### src/rtl/pc_fetch_unit.sv
// pc_fetch_unit: program counter and next-fetch-address selection for a single-issue core.
// Next pc priority: jump-register, then jump, then branch, then pc+1.
// With the MULTDIV_STALL_EN macro defined, a small IDLE/WAIT FSM launches the multiply/divide
// unit and holds the pc until its result is ready. Without it, the multdiv handshake outputs
// are tied low and the pc advances every cycle.
module pc_fetch_unit (
   input  logic        clock,
   input  logic        reset,
   input  logic [31:0] q_imem,
   input  logic        BR,
   input  logic        JP,
   input  logic        Jr,
   input  logic [31:0] rd_val,
   input  logic        data_resultRDY,
   output logic [11:0] address_imem,
   output logic [31:0] pc_plus_1,
   output logic        ctrl_MULT,
   output logic        ctrl_DIV,
   output logic        stall,
   output logic        md_wb
);

   logic [31:0] pc_q, pc_d;
   logic [31:0] next_pc;
   logic [31:0] br_offset;

   assign pc_plus_1 = pc_q + 32'd1;
   assign br_offset = {{15{q_imem[16]}}, q_imem[16:0]};

   // The fetch address reads as zero for as long as reset is held, even before the first edge.
   assign address_imem = reset ? 12'd0 : pc_q[11:0];

   // Select the control-flow target; all arithmetic wraps modulo 2^32.
   always_comb begin
      next_pc = pc_plus_1;
      if (Jr) begin
         next_pc = rd_val;
      end else if (JP) begin
         next_pc = {5'b0, q_imem[26:0]};
      end else if (BR) begin
         next_pc = pc_plus_1 + br_offset;
      end
   end

`ifdef MULTDIV_STALL_EN

   typedef enum logic [0:0] {StIdle, StWait} md_state_e;

   md_state_e state_q, state_d;
   logic      is_mul, is_div;

   assign is_mul = (q_imem[31:27] == 5'b00000) && (q_imem[6:2] == 5'b00110);
   assign is_div = (q_imem[31:27] == 5'b00000) && (q_imem[6:2] == 5'b00111);

   // The start pulses must coincide with the mul/div fetch, so the outputs decode from the
   // current state and instruction rather than being registered a cycle late.
   always_comb begin
      pc_d      = next_pc;
      state_d   = state_q;
      ctrl_MULT = 1'b0;
      ctrl_DIV  = 1'b0;
      stall     = 1'b0;
      md_wb     = 1'b0;
      unique case (state_q)
         StIdle: begin
            // Branch/jump controls are irrelevant here: mul/div never redirects the pc.
            if (is_mul || is_div) begin
               ctrl_MULT = is_mul;
               ctrl_DIV  = is_div;
               stall     = 1'b1;
               pc_d      = pc_q;
               state_d   = StWait;
            end
         end
         StWait: begin
            if (data_resultRDY) begin
               md_wb   = 1'b1;
               pc_d    = pc_plus_1;
               state_d = StIdle;
            end else begin
               stall = 1'b1;
               pc_d  = pc_q;
            end
         end
         default: begin
            state_d = StIdle;
         end
      endcase
      if (reset) begin
         ctrl_MULT = 1'b0;
         ctrl_DIV  = 1'b0;
         stall     = 1'b0;
         md_wb     = 1'b0;
      end
   end

   // Register pc and FSM state; reset abandons any pending multdiv operation.
   always_ff @(posedge clock) begin
      if (reset) begin
         pc_q    <= 32'd0;
         state_q <= StIdle;
      end else begin
         pc_q    <= pc_d;
         state_q <= state_d;
      end
   end

`else

   logic [5:0] unused_md_inputs;

   // Opcode bits and the ready strobe only matter to the multdiv FSM.
   assign unused_md_inputs = {data_resultRDY, q_imem[31:27]};

   assign ctrl_MULT = 1'b0;
   assign ctrl_DIV  = 1'b0;
   assign stall     = 1'b0;
   assign md_wb     = 1'b0;

   // Without the multdiv stall the pc simply takes the selected target every cycle.
   always_comb begin
      pc_d = next_pc;
   end

   // Register the pc.
   always_ff @(posedge clock) begin
      if (reset) begin
         pc_q <= 32'd0;
      end else begin
         pc_q <= pc_d;
      end
   end

`endif

endmodule

### config.mk
export PLATFORM = sky130hd
export DESIGN_NAME = pc_fetch_unit
export DESIGN_NICKNAME = d
export VERILOG_FILES = /design/src/rtl/pc_fetch_unit.sv
export SDC_FILE = /design/constraint.sdc
export NUM_CORES = 1
export LEC_CHECK = 0
export BUFFER_PORTS_ARGS = -buffer_cell sky130_fd_sc_hd__buf_2
export CAP_MARGIN = 15
export CORE_ASPECT_RATIO = 1.25
export CORE_UTILIZATION = 25
export CTS_BUF_LIST = sky130_fd_sc_hd__clkbuf_8
export DETAILED_ROUTE_END_ITERATION = 8
export GPL_TIMING_DRIVEN = 0
export MAX_ROUTING_LAYER = met4
export PLACE_DENSITY = 0.54
export SLEW_MARGIN = 20
export SYNTH_ARGS = -nofsm -noshare
export SYNTH_HDL_FRONTEND = slang
export SYNTH_SLANG_ARGS = --single-unit
### constraint.sdc
create_clock -name clock -period 5.38 [get_ports clock]
set_input_delay 1.076 -clock clock [delete_from_list [all_inputs] [get_ports clock]]
set_output_delay 1.076 -clock clock [all_outputs]
set_load 0.02 [all_outputs]
==> metrics <==
share of cells above drive strength 1=0.206; post-synthesis sequential area ratio=0.154; maxcap violations=0; FF/Latch Area=641 µm²; Crit path largest cell delay=0.48 ns; DRT antenna net count=0; # placed instances=891; Synth area leaders=dfxtp_1, ha_1, nor2_1; final total power=0.963 mW; Final Cycle Share=0.802; First-pass DRT Iterations=5; CP max-delay cell=dfxtp_1; Cell Rows=52; Worst setup EP type=flop; FF-to-FF Start=pc_q[0]; setup ws final=1.07 ns; detailed placement HPWL=12.9 mm; Slew headroom=0.489; Synth Area per Inst=7.34 µm²; CTS Hold Buffers Added=0; Die Y=146 µm; area leader, netlist=dfxtp_1; finished layout cell area=5060 µm²; CTS Buffer Depth=2; Slew Viols, Final=0; Combinational Power Share=0.493; Register-to-Register Setup Slack=1.07 ns; ys flop type=dfxtp_1; Flop pwr share=0.287; Int Power=0.542 mW; Yosys reg bits=32; Cell Chain, Critical Path=ha_1, and2_1, nand4_1, nor2_1, xor2_1, ha_1, buf_6, a21o_1, a21o_1, a21o_1, a221o_1, a41o_1, o31ai_2, nand3_1, a31o_1; post-synth cell types=74; CP top delay family=compound AO/OA/AOI/OAI gates; CP bufs+invs=1; Clk network pwr share=0.220; Switching Fraction=0.436; vias per cell=5.23; P_leak=2.34 nW; Cell Pwr Density=190 nW/µm²; GR Overflow Total=0; Yosys warnings=0; Min-Delay Endpoint=pc_q[20]; clock-pin slew on the worst setup and hold paths=0.08 ns; fillers=1863; CTS tree=built; final non-filler cell total=899; Post-Syn Area=4170 µm²; WP data required=5.58 ns; Post-DP Area=4970 µm²; Die ar.=17200 µm²; Hold Crit Start=pc_q[20]; outcome=complete, no violations; Regs by FF count=pc_q: 32 flops; Worst Reg-to-Reg Cells=15; nets@finish=792; Post-CTS Setup Repair Bufs=0; ANT cells=0; share of the synthesized area in the top cell type=0.154; P&R area growth vs syn=21.4%; Clock Sinks=32; Tot GR Track Use=0.193; top sig layer=met4; Initial Util=0.256; max reg flops=32; vias in the first global route=4672; Sw Pwr=0.420 mW; Final Hold Vio Count=0; root buf cell=clkbuf_8; startpoint types=flop; Max Clk Rate=232 MHz; Top reg by flops=pc_q; Async S/R FF share, synth=0; final setup fails=0; min-delay worst type=flop to flop; met3 routed WL=924 µm; Worst-Margin Slew=0.767 ns; routed wl met2=7.88 mm; first-pass GRT wire length=25.1 mm; Hold Path Cell Cnt=3; reg2reg end=pc_q[27]; CTS H-tree lvls=2; post-place setup slack=1.11 ns; CTS buffer count=5; chip width=118 µm; WS Path Type=flop to flop; IO Port Bufs=104; Max FO, Critical Path=10; vias=4700; largest net degree at the start of global routing=23; Total Neg Setup Slack=0 ns; DRC=0; Final min period=4.31 ns; Hold WS=0.728 ns; Multi-input gate area=3340 µm²; Post-Route WL=16.3 mm; Post-synth top cells=nor2_1, nand2_1, a21oi_1, ha_1, dfxtp_1; Core Region=16300 µm²; Worst EP arrival=4.51 ns; 1st-iter DRT viols=295; Avg WL per Cell=18.1 µm; final core occ=0.311; Synth Instances=568; PostCTS Resize Cnt=0; Peak VDD IR=74.3 µV; most frequent CP cell=a21o_1; routability cong.=0.896; Skew-Pair Late Insertion Delay=0.30 ns; Post-Route M1 WL=7.02 mm; antenna violations before repair=0; most common cell in the netlist=nor2_1; number of flops mapped to enable cells by yosys=0; RSZ-0062 raised after global routing=no; Layout Skew=0.00805 ns; Ports=118
==> power by group through the flow <==
stage,logic (mW),registers (mW),clock network (mW)
global route,0.521,0.279,0.225
floorplan,0.333,0.276,0
finish,0.475,0.276,0.212
CTS,0.472,0.276,0.217
detailed placement,0.469,0.281,0
global placement,0.468,0.281,0
==> layout by cell type (no fill, tap or decap), drive strengths merged, types with 14 or more instances in the layout <==
cell | netlist | final
nand2 | 51 | 51
a21o | 14 | 14
nor2 | 70 | 70
a21oi | 47 | 47
inv | 20 | 22
dfxtp | 32 | 32
and3 | 20 | 20
o21ai | 23 | 23
buf | 8 | 112
nand3 | 25 | 25
clkbuf | 20 | 26
xor2 | 19 | 19
xnor2 | 27 | 27
ha | 39 | 39
==> final cells by class <==
type,instances,share of cell area
multi-input combinational,491,0.659
sequential,32,0.127
clock buffer,6,0.0163
inverter,20,0.0148
clock inverter,2,0.00148
tap,216,0.0534
timing repair buffer,104,0.103
buffer,28,0.0255
==> worst max path at each step <==
stage                       start        to  cells after the start
after global routing      pc_q[0]  pc_q[17]                     13
after global placement    pc_q[0]  pc_q[27]                     15
final                     pc_q[0]  pc_q[27]                     15
after floorplan           pc_q[2]  pc_q[26]                     14
after detailed placement  pc_q[0]  pc_q[27]                     15
after CTS                 pc_q[0]  pc_q[27]                     15
==> worst register-to-register path, stage by stage, from the launching register on <==
cell and delay, ns:
dfxtp_1 0.48, ha_1 0.28, and2_1 0.17, nand4_1 0.47, nor2_1 0.29, xor2_1 0.29, ha_1 0.30, buf_6 0.14
a21o_1 0.17, a21o_1 0.18, a21o_1 0.19, a221o_1 0.35, a41o_1 0.33, o31ai_2 0.27, nand3_1 0.11, a31o_1 0.21
==> routing by layer <==
layer | vias to the layer above | track usage
met2 | 166 | 0.329
met1 | 2208 | 0.226
met3 | 29 | 0.0305
met5 | - | -
met4 | 0 | 0.0776
li1 | 2297 | -
==> cell families after synthesis <==
| logic type | count (synthesis) | share of synthesized area |
|---|---|---|
| compound gates | 168 | 0.278 |
| xor+xnor | 46 | 0.100 |
| flops | 32 | 0.154 |
| mux | 13 | 0.0324 |
| fa+ha+maj | 40 | 0.122 |
| simple gates | 220 | 0.264 |
| other cells | 1 | 0.000899 |
| buf+inv | 48 | 0.0489 |
(Power assumes the default switching activity.)
